$ cat src/rtl/fetch_stage.sv
// F-stage front end: program counter, single-outstanding instruction fetch,
// one-entry hold buffer for responses that arrive while D is stalled, and
// the IF/ID pipeline register.
module fetch_stage #(
    parameter logic [31:0] RESET_PC  = 32'h0040_0000,
    parameter logic [31:0] NOP_INSTR = 32'h0000_0000
) (
    input  logic        clk,
    input  logic        reset_n,
    input  logic        PCSrcD,
    input  logic [31:0] addrResult,
    input  logic        stallD,
    input  logic        flushD,
    output logic        imemReq,
    output logic [31:0] imemAddr,
    input  logic        imemValid,
    input  logic [31:0] imemRdata,
    output logic [31:0] PCF,
    output logic [31:0] PCPlus4F,
    output logic [31:0] instrD,
    output logic [31:0] PCPlus4D,
    output logic        validD
);

    typedef enum logic [1:0] {
        FETCH   = 2'd0,  // request outstanding at PCF
        HOLD    = 2'd1,  // response parked in the buffer, waiting for D
        DISCARD = 2'd2   // waiting to drop a wrong-path response
    } state_t;

    state_t      state_reg, state_next;
    logic [31:0] pc_reg, pc_next;
    logic [31:0] instr_d_reg, instr_d_next;
    logic [31:0] pc_plus4_d_reg, pc_plus4_d_next;
    logic        valid_d_reg, valid_d_next;
    logic [31:0] buf_instr_reg, buf_instr_next;
    logic [31:0] buf_pc_plus4_reg, buf_pc_plus4_next;
    logic        buf_valid_reg, buf_valid_next;

    logic        redirect;
    logic [31:0] target;
    logic [31:0] pc_plus4;
    logic        bubble;

    // A redirect is only honoured when D actually advances.
    assign redirect = PCSrcD & ~stallD;
    assign target   = addrResult & 32'hFFFF_FFFC;
    assign pc_plus4 = pc_reg + 32'd4;

    assign imemReq  = (state_reg == FETCH);
    assign imemAddr = pc_reg;
    assign PCF      = pc_reg;
    assign PCPlus4F = pc_plus4;
    assign instrD   = instr_d_reg;
    assign PCPlus4D = pc_plus4_d_reg;
    assign validD   = valid_d_reg;

    // Control state and program counter.
    always_ff @(posedge clk or negedge reset_n) begin
        if (!reset_n) begin
            state_reg <= FETCH;
            pc_reg    <= RESET_PC;
        end else begin
            state_reg <= state_next;
            pc_reg    <= pc_next;
        end
    end

    // IF/ID register and hold buffer.
    always_ff @(posedge clk or negedge reset_n) begin
        if (!reset_n) begin
            instr_d_reg      <= NOP_INSTR;
            pc_plus4_d_reg   <= 32'd0;
            valid_d_reg      <= 1'b0;
            buf_instr_reg    <= NOP_INSTR;
            buf_pc_plus4_reg <= 32'd0;
            buf_valid_reg    <= 1'b0;
        end else begin
            instr_d_reg      <= instr_d_next;
            pc_plus4_d_reg   <= pc_plus4_d_next;
            valid_d_reg      <= valid_d_next;
            buf_instr_reg    <= buf_instr_next;
            buf_pc_plus4_reg <= buf_pc_plus4_next;
            buf_valid_reg    <= buf_valid_next;
        end
    end

    // Next-state, PC selection and IF/ID update; redirect beats normal PC advance.
    always_comb begin
        state_next        = state_reg;
        pc_next           = pc_reg;
        instr_d_next      = instr_d_reg;
        pc_plus4_d_next   = pc_plus4_d_reg;
        valid_d_next      = valid_d_reg;
        buf_instr_next    = buf_instr_reg;
        buf_pc_plus4_next = buf_pc_plus4_reg;
        buf_valid_next    = buf_valid_reg;
        bubble            = 1'b0;

        case (state_reg)
            FETCH: begin
                if (redirect) begin
                    // Squash the wrong-path fetch; if its data is not back
                    // yet it must be drained before a new request goes out.
                    pc_next        = target;
                    bubble         = 1'b1;
                    buf_valid_next = 1'b0;
                    state_next     = imemValid ? FETCH : DISCARD;
                end else if (imemValid && !stallD) begin
                    instr_d_next    = imemRdata;
                    pc_plus4_d_next = pc_plus4;
                    valid_d_next    = 1'b1;
                    pc_next         = pc_plus4;
                end else if (imemValid) begin
                    buf_instr_next    = imemRdata;
                    buf_pc_plus4_next = pc_plus4;
                    buf_valid_next    = 1'b1;
                    state_next        = HOLD;
                end else if (!stallD) begin
                    bubble = 1'b1;
                end
            end
            HOLD: begin
                if (redirect) begin
                    pc_next        = target;
                    bubble         = 1'b1;
                    buf_valid_next = 1'b0;
                    state_next     = FETCH;
                end else if (!stallD) begin
                    instr_d_next    = buf_instr_reg;
                    pc_plus4_d_next = buf_pc_plus4_reg;
                    valid_d_next    = buf_valid_reg;
                    buf_valid_next  = 1'b0;
                    pc_next         = pc_plus4;
                    state_next      = FETCH;
                end
            end
            DISCARD: begin
                if (redirect) begin
                    pc_next = target;
                    bubble  = 1'b1;
                end else if (!stallD) begin
                    bubble = 1'b1;
                end
                // The stale word is dropped whenever it shows up, even when a
                // second redirect lands in the same cycle, so we never wait
                // for a response that has already gone by.
                if (imemValid) begin
                    state_next = FETCH;
                end
            end
            default: begin
                state_next = FETCH;
            end
        endcase

        if (bubble || flushD) begin
            instr_d_next    = NOP_INSTR;
            pc_plus4_d_next = 32'd0;
            valid_d_next    = 1'b0;
        end
    end

endmodule

$ cat config.mk
export PLATFORM = sky130hd
export DESIGN_NAME = fetch_stage
export DESIGN_NICKNAME = d
export VERILOG_FILES = /design/src/rtl/fetch_stage.sv
export SDC_FILE = /design/constraint.sdc
export NUM_CORES = 1
export LEC_CHECK = 0
export CORE_ASPECT_RATIO = 0.7
export CORE_MARGIN = 2
export CORE_UTILIZATION = 40
export CTS_BUF_LIST = sky130_fd_sc_hd__clkbuf_16
export CTS_CLUSTER_DIAMETER = 50
export DETAILED_ROUTE_END_ITERATION = 8
export PLACE_DENSITY = 0.81
export SLEW_MARGIN = 5
export SYNTH_ARGS = -nofsm -noshare
export SYNTH_HDL_FRONTEND = slang
export SYNTH_SLANG_ARGS = --single-unit
$ cat constraint.sdc
create_clock -name clk -period 3.2 [get_ports clk]
set_clock_uncertainty 0.15 [all_clocks]
set_input_delay 0.48 -clock clk [delete_from_list [all_inputs] [get_ports clk]]
set_output_delay 0.48 -clock clk [all_outputs]
set_load 0.05 [all_outputs]
==> impl_metrics.env, run 1 <==
export IMPL_outcome="completed"
export IMPL_place_congestion=0.857
export IMPL_place_area_um2=10300
export IMPL_min_from="buf_instr_reg[31]"
export IMPL_clkTransAtPathRegs_ns=0.07
export IMPL_fp_dieW_um=171
export IMPL_r2r_slack_ns=0.74
export IMPL_peakVddDrop_uv=700
export IMPL_criticalPathCategory="flop to primary output"
export IMPL_timing_final_crit_share=0.984
export IMPL_cts_sinks=158
export IMPL_final_util=0.587
export IMPL_cp_num_buf_inv=2
export IMPL_finalSetupTns_ns=0
export IMPL_hold_end="buf_instr_reg[31]"
export IMPL_viasPerCell=5.35
export IMPL_drc_errors=0
export IMPL_die_area_um2=20600
export IMPL_drt_iter0_markers=497
export IMPL_synth_edf_count=0
export IMPL_grt_pass1_vias=6855
export IMPL_n_antenna_cell=0
export IMPL_worstSetupStartpointType="flop"
export IMPL_relSlewSlack=0.527
export IMPL_p_sw_frac=0.445
export IMPL_grt_max_degree=70
export IMPL_switching_power_mw=4.11
export IMPL_powerDensity_nw_per_um2=830
export IMPL_clk_root_buffer_cell="clkbuf_16"
export IMPL_drv_slew=0
export IMPL_vias=7135
export IMPL_hold_path_class="flop to flop"
export IMPL_synth_ff_type="dfrtp_1"
export IMPL_num_io_pins=232
export IMPL_drv_cap=0
export IMPL_yosysMostFrequentCell="nand2_1"
export IMPL_arrival_ns=2.52
export IMPL_die_h_um=121
export IMPL_insertion_delay_ns=0.42
export IMPL_synth_common_cells="nand2_1, dfrtp_1, o21ai_0"
export IMPL_routed_wl_um=23800
export IMPL_max_freq_ghz=0.318
export IMPL_grt_use_total=0.235
export IMPL_overflow=0
export IMPL_max_stage_delay_ns=0.61
export IMPL_grt_pass1_wl_um=37400
export IMPL_rows=42
export IMPL_hpwl_um=16700
export IMPL_coreArea_um2=19000
export IMPL_yosys_warnings=0
export IMPL_internal_power_mw=5.13
export IMPL_firstDrtPassIters=6
export IMPL_synth_top_area_frac=0.506
export IMPL_final_nets=1128
export IMPL_final_hold_viol_count=0
export IMPL_ys_seq_elements=158
export IMPL_design_area_um2=11100
export IMPL_p_total_mw=9.24
export IMPL_numCtsBuffers=17
export IMPL_finalCriticalPeriod_ns=3.15
export IMPL_initial_core_util=0.409
export IMPL_ant_nets=0
export IMPL_p_leak_nw=4.84
export IMPL_clk_path_buf_depth=2
export IMPL_netlist_area_um2=7770
export IMPL_syn_to_final_growth_pct=43.5
export IMPL_worstRegToRegCells=6
export IMPL_place_port_buffers=221
export IMPL_p_comb_frac=0.466
export IMPL_worstReg2RegStart="PCF[7]"
export IMPL_htree_levels=4
export IMPL_crit_required_ns=2.57
export IMPL_cp_cell_sequence="and2_1, nand4_1, or3_1, xor2_2, inv_1, buf_12"
export IMPL_antenna_found_initial=0
export IMPL_drt_wirelength_per_cell_um=17.9
export IMPL_worst_slew_pin_slew_ns=0.707
export IMPL_setup_viol=0
export IMPL_fill_cells=1577
export IMPL_end_kind="primary output"
export IMPL_yosys_area_top_type="dfrtp_1"
export IMPL_syn_inst=863
export IMPL_rsz0062_at_grt="yes"
export IMPL_drive_above_1_share=0.133
export IMPL_synthTopCellsByArea="dfrtp_1, nand2_1, o21ai_0, mux2i_1, buf_4"
export IMPL_ys_async_sr_fraction=1.00
export IMPL_pwr_share_clk=0.226
export IMPL_critPathTopFamily="simple AND/OR/NAND/NOR gates"
export IMPL_syn_mean_instance_area_um2=9.00
export IMPL_tritoncts="done"
export IMPL_slowest_stage="dfstp_2"
export IMPL_worst_hold_path_num_cells=2
export IMPL_timing_rr_end="buf_pc_plus4_reg[21]"
export IMPL_seq_area_frac_synth=0.509
export IMPL_ys_types=52
export IMPL_cp_max_fo=8
export IMPL_seqPwrFrac=0.308
## cell type report
cell class                      count  area [um^2]  share of cell area
Sequential cell                   158         3970               0.356
Multi-Input combinational cell    592         3410               0.306
Timing Repair Buffer              261         2730               0.245
Clock buffer                       17          425              0.0382
Tap cell                          264          330              0.0296
Clock inverter                     15          178              0.0159
Inverter                           27          101             0.00910
## routing by layer
metal,up-vias,track usage,share of wire
li1,3311,-,-
met5,-,0,0
met2,334,0.365,0.46
met4,0,0.0422,0.010
met3,21,0.0674,0.093
met1,3469,0.330,0.44
## what timing repair did
action                                 CTS  global route
gates resized for setup                  9            24
setup buffers                            0             6
pin swaps                                0             8
cloned                                   0             0
setup endpoints to repair               12            18
hold buffers                             1             0
endpoints found under the hold margin   66             0
## cells by family (layout without fill, tap and decap cells)
group,after synthesis,after routing,share of synthesized area
AND/OR/NAND/NOR,312,312,0.178
AO/OA/AOI/OAI,213,213,0.160
flip-flops,158,158,0.509
buffers and inverters,120,320,0.0786
multiplexers,36,36,0.0469
XOR/XNOR,22,22,0.0248
adder cells (fa/ha/maj),1,1,0.00161
other,1,8,0.000483
## through the flow
stage | hold WS [ns] | setup WS [ns] | instances
after global routing | 0.345 | -0.0662 | 1334
after global placement | 0.304 | 0.340 | 1295
after CTS | 0.329 | -0.0211 | 1328
final | 0.324 | 0.0521 | 1334
after floorplan | 0.0344 | 0.0111 | 870
after detailed placement | 0.312 | 0.257 | 1295
## cell usage in the layout, fill, tap and decap left out, types with 10 or more instances in the layout
cell type and count:
a21oi_1 33, a22oi_1 11, a2bb2oi_1 11, a31oi_1 10, buf_12 22, buf_4 41
clkbuf_16 17, clkdlybuf4s50_1 196, dfrtp_1 146, dfrtp_2 11, inv_1 27, mux2i_1 33
nand2_1 206, nand3_1 17, nand4_1 10, nor2_1 29, o21ai_0 108, o22ai_1 11
xnor2_1 10
## worst min-delay path, delay by kind of cell, from the launching register on
family	cells	cell delay [ns]
DFF	1	0.34
and+or+nand+nor	2	0.10
## worst max path at each step
stage,cells after the start,end,from
floorplan,4,PCPlus4F[14],PCF[2]
global placement,7,PCPlus4F[26],PCF[3]
detailed placement,7,PCPlus4F[30],PCF[3]
CTS,8,PCPlus4F[28],PCF[2]
global route,7,PCPlus4F[28],PCF[22]
finish,6,PCPlus4F[26],PCF[22]
## power by group through the flow
stage | Sequential [mW] | Combinational (mW) | Clock, mW
global route | 2.91 | 4.53 | 2.24
floorplan | 3.35 | 2.18 | 0
CTS | 2.81 | 4.25 | 2.13
finish | 2.85 | 4.30 | 2.09
detailed placement | 2.84 | 4.21 | 0
global placement | 2.82 | 4.17 | 0
Note: power is estimated with default switching activity, not from simulation.
==> run 2: changes to the inputs <==
--- a/config.mk
+++ b/config.mk
@@ -12,6 +12,7 @@
 export CTS_CLUSTER_DIAMETER = 50
 export DETAILED_ROUTE_END_ITERATION = 8
 export PLACE_DENSITY = 0.81
+export SKIP_CTS_REPAIR_TIMING = 1
 export SLEW_MARGIN = 5
 export SYNTH_ARGS = -nofsm -noshare
 export SYNTH_HDL_FRONTEND = slang
==> impl_metrics.env, run 2 (synthesis gave the netlist of run 1 again) <==
export IMPL_fin_cells=1333
export IMPL_timing_final_crit_share=1.00
export IMPL_htree_levels=4
export IMPL_hpwl_um=16700
export IMPL_worst_slew_pin_slew_ns=0.685
export IMPL_powerDensity_nw_per_um2=830
export IMPL_ant_nets=0
export IMPL_placed_cells=1295
export IMPL_max_stage_delay_ns=0.61
export IMPL_drt_iter0_markers=595
export IMPL_p_total_mw=9.25
export IMPL_clk_path_buf_depth=2
export IMPL_cts_sinks=158
export IMPL_insertion_delay_ns=0.42
export IMPL_vias=7064
export IMPL_p_leak_nw=4.84
export IMPL_multi_input_area_um2=3400
export IMPL_end_kind="primary output"
export IMPL_mostFrequentLayoutCell="nand2_1"
export IMPL_finalCriticalPeriod_ns=3.21
export IMPL_final_nets=1127
export IMPL_cp_num_buf_inv=2
export IMPL_grt_max_degree=70
export IMPL_slowest_stage="dfstp_2"
export IMPL_num_io_pins=232
export IMPL_mostFrequentLayoutCells="nand2_1, clkdlybuf4s50_1, dfrtp_1"
export IMPL_die_h_um=121
export IMPL_final_util=0.587
export IMPL_drc_errors=0
export IMPL_n_antenna_cell=0
export IMPL_layout_area_seq_um2=3970
export IMPL_initial_core_util=0.409
export IMPL_grt_use_total=0.234
export IMPL_drv_slew=0
export IMPL_cp_cell_sequence="and2_1, nand4_1, or3_4, xnor2_2, inv_1, buf_12"
export IMPL_viasPerCell=5.30
export IMPL_die_area_um2=20600
export IMPL_crit_required_ns=2.57
export IMPL_setup_viol=2
export IMPL_firstDrtPassIters=5
export IMPL_tritoncts="done"
export IMPL_relSlewSlack=0.544
export IMPL_hold_path_class="flop to flop"
export IMPL_grt_pass1_wl_um=37200
export IMPL_place_port_buffers=221
export IMPL_syn_to_final_growth_pct=43.4
export IMPL_fill_cells=1576
export IMPL_rows=42
export IMPL_clk_root_buffer_cell="clkbuf_16"
export IMPL_cp_max_fo=8
export IMPL_overflow=0
export IMPL_drive_above_1_share=0.135
export IMPL_max_freq_ghz=0.311
export IMPL_coreArea_um2=19000
export IMPL_critPathTopFamily="simple AND/OR/NAND/NOR gates"
export IMPL_drv_cap=0
export IMPL_fp_dieW_um=171
export IMPL_place_area_um2=10300
export IMPL_final_hold_viol_count=0
export IMPL_failed_checks="negative setup slack"
export IMPL_drt_wirelength_per_cell_um=17.9
export IMPL_place_congestion=0.857
export IMPL_peakVddDrop_uv=701
export IMPL_worstSetupStartpointType="flop"
export IMPL_r2r_slack_ns=0.71
export IMPL_clkTransAtPathRegs_ns=0.07
export IMPL_criticalPathCategory="flop to primary output"
export IMPL_antenna_found_initial=0
export IMPL_numCtsBuffers=17
export IMPL_routed_wl_um=23900
export IMPL_design_area_um2=11100
export IMPL_arrival_ns=2.58
export IMPL_outcome="finished, violations left"
export IMPL_holdWs_ns=0.324
export IMPL_setup_slack_ns=-0.0134
export IMPL_grt_pass1_vias=6803
export IMPL_rsz0062_at_grt="yes"
==> run 2: stage by stage <==
step           TNS, ns  setup WS, ns
5_1_grt         -0.357       -0.0788
3_5_place_dp         0         0.257
4_1_cts          -1.54        -0.218
3_3_place_gp         0         0.340
6_report       -0.0245       -0.0134
2_1_floorplan        0        0.0111
==> run 2: where the power goes <==
part | switching (mW) | internal (mW)
clock | 0.905 | 1.18
combinational | 2.78 | 1.53
sequential | 0.424 | 2.42
total | 4.11 | 5.14
==> run 2: layer usage <==
metal | vias up | routed length, um | global-route usage
met3 | 23 | 2230 | 0.0691
met4 | 0 | 272 | 0.0406
li1 | 3307 | - | -
met5 | - | 0 | 0
met1 | 3441 | 10500 | 0.330
met2 | 293 | 10800 | 0.360
==> run 2: worst paths after layout <==
kind	start	to	cells after the start
min in group asynchronous	reset_n	instrD[22]	2
max in group asynchronous	reset_n	instrD[1]	3
setup / recovery	PCF[22]	PCPlus4F[27]	6
hold / removal	buf_instr_reg[31]	buf_instr_reg[31]	2
setup reg to reg	PCF[3]	buf_pc_plus4_reg[20]	7
hold reg to reg	buf_instr_reg[31]	buf_instr_reg[31]	2
==> run 2: worst register-to-register path, stage by stage, from the launching register on <==
cell and delay (ns):
dfrtp_2 0.46, ha_4 0.19, nand4_1 0.21, nor4_4 0.45, buf_4 0.22, a21oi_1 0.09, or2_2 0.34, mux2_2 0.27
==> run 2: final cells by class <==
class,count,area share
Tap cell,264,0.0297
Sequential cell,158,0.357
Inverter,27,0.00910
Multi-Input combinational cell,592,0.306
Clock inverter,15,0.0160
Timing Repair Buffer,260,0.245
Clock buffer,17,0.0382
==> RTL edit: new RTL, settings of run 2 <==
`RESET_PC`: 32'h0040_0000 -> 32'h00300000.
--- a/src/rtl/fetch_stage.sv
+++ b/src/rtl/fetch_stage.sv
@@ -2,7 +2,7 @@
 // one-entry hold buffer for responses that arrive while D is stalled, and
 // the IF/ID pipeline register.
 module fetch_stage #(
-    parameter logic [31:0] RESET_PC  = 32'h0040_0000,
+    parameter logic [31:0] RESET_PC  = 32'h00300000,
     parameter logic [31:0] NOP_INSTR = 32'h0000_0000
 ) (
     input  logic        clk,
Check against the original RTL: not equivalent (Yosys sat finds a counterexample within 4 cycles, from zero or initial values and one cycle with reset_n low).
==> RTL edit against run 2 <==
Via count rose by 0.74%. Power rose by 1.7%. Critical endpoint is now PCPlus4F[21]. Sequential cell count did not move. Final area rose by 0.93%. Combinational power rose by 2%. Worst setup slack improved by 38 ps. Die area barely moved. Area after synthesis barely moved. Core utilization rose by 0.55 points. Wire length rose by 0.19%.
==> RTL edit: results <==
set metrics [dict create \
    status "finished clean" \
    grt_use_total_pct 23.3 \
    wl_met3_mm 2.09 \
    drive_above_1_share_pct 13.6 \
    gp_congestion 0.870 \
    met2WireLength_mm 10.9 \
    first_pass_iters 5 \
    wl_per_cell_um 17.8 \
    grt_max_degree 75 \
    crit_family "simple AND/OR/NAND/NOR gates" \
    syn_avg_cell_area_um2 9.00 \
    cp_slowest_cell "or4_4" \
    ir_drop_mv 0.878 \
    yosys-top-cells-area "dfrtp_1 (50%), nand2_1 (10%), o21ai_0 (7.1%), mux2i_1 (4.3%), buf_4 (3.8%)" \
    cp_max_fo 11 \
    drt_iter0_drc 561 \
    finalNetCount 1136 \
    place_area_um2 10400 \
    yosys_warnings 0 \
    htree_levels 4 \
    power_leakage_nw 4.89 \
    wl_met1_mm 10.7 \
    via_per_inst 5.31 \
    min_from "validD" \
    fin_setup_tns_ps 0 \
    vias 7116 \
    grt_pass1_vias 6691 \
    synth_common_cells "nand2_1 (206), dfrtp_1 (156), o21ai_0 (110), clkbuf_1 (45), buf_4 (39)" \
    slew_headroom_pct 53.5 \
    reg2reg_depth 6 \
    synth_top_flop_cell "dfrtp_1" \
    r2r-end "buf_pc_plus4_reg[21]" \
    clk_pin_slew_ps 70 \
    maxCapViolCount 0 \
    p_int_mw 5.37 \
    synth-async-reset-ratio_pct 100 \
    hold_class "reg -> reg" \
    cts_buffer_depth 2 \
    antenna_found_initial 0 \
    timing.rr.start "PCF[9]" \
    dp_hpwl_mm 16.8 \
    hold_end "validD" \
    cts-root-buf "clkbuf_16" \
    area_growth_pct 44.7 \
    antenna-diode-count 0 \
    max_stage_delay_ps 570 \
    post-place-cells 1298 \
    synth_seq_area_share_pct 50.9 \
    r2r_setup_slack_ps 680 \
    pre_cts_ws_ps 189 \
    io_buffers 221 \
    grt_pass1_wl_mm 36.8 \
    worst_ep_arrival_time_ps 2550 \
    clkLatencyLatePin_ps 420 \
    ys_types 52 \
]
RTL edit: cell count changes after synthesis, sizes merged:
cell,change
dfrtp,-1
dfstp,+1
RTL edit: logic make-up after synthesis:
family                     count (synthesis)  synth area share, %
muxes                                     36                 4.69
DFF                                      158                 50.9
buffers and inverters                    120                 7.86
and+or+nand+nor                          312                 17.8
adders and majority gates                  1                0.161
xor gates and xnor gates                  22                 2.48
other                                      1               0.0483
AOI/OAI and AO/OA                        213                 16.0
RTL edit: metrics by stage:
| stage | hold slack [ps] | total power, mW |
|---|---|---|
| after floorplan | 34.4 | 5.53 |
| after global placement | 302 | 7.01 |
| after detailed placement | 310 | 7.08 |
| after CTS | -41.3 | 9.30 |
| after global routing | 334 | 9.84 |
| final | 319 | 9.40 |
RTL edit: layer usage:
metal | up-vias | track usage [%]
li1 | 3320 | -
met4 | 0 | 4.54
met3 | 20 | 7.30
met2 | 303 | 34.6
met5 | - | 0
met1 | 3473 | 33.5
RTL edit: worst max path at each step:
stage,from,to,slack [ps],cells after the start
floorplan,PCF[2],PCPlus4F[14],10,4
global placement,PCF[2],PCPlus4F[24],260,7
detailed placement,PCF[2],PCPlus4F[24],190,7
CTS,PCF[2],PCPlus4F[24],-280,7
global route,PCF[9],PCPlus4F[21],-60,6
finish,PCF[9],PCPlus4F[21],20,6
RTL edit: worst reg2reg max path: stages, from the launching register on:
cell,delay (ps)
dfrtp_1,410
nand4_4,160
or4_4,570
buf_4,200
o31a_1,320
or2_1,290
mux2_2,290
RTL edit: cell type report:
cell class	count	area (um2)
clock buffers	17	425
clock inverters	14	203
fillers	1625	7730
inverters	27	105
multi-input cells	592	3420
flip-flops and latches	158	3970
well taps	264	330
repair buffers	269	2790
RTL edit: power groups by stage:
stage	combinational [mW]	sequential, mW	clock, mW
2_1_floorplan	2.18	3.35	0
3_3_place_gp	4.19	2.82	0
3_5_place_dp	4.23	2.85	0
4_1_cts	4.25	2.81	2.24
5_1_grt	4.62	2.89	2.33
6_report	4.38	2.84	2.19
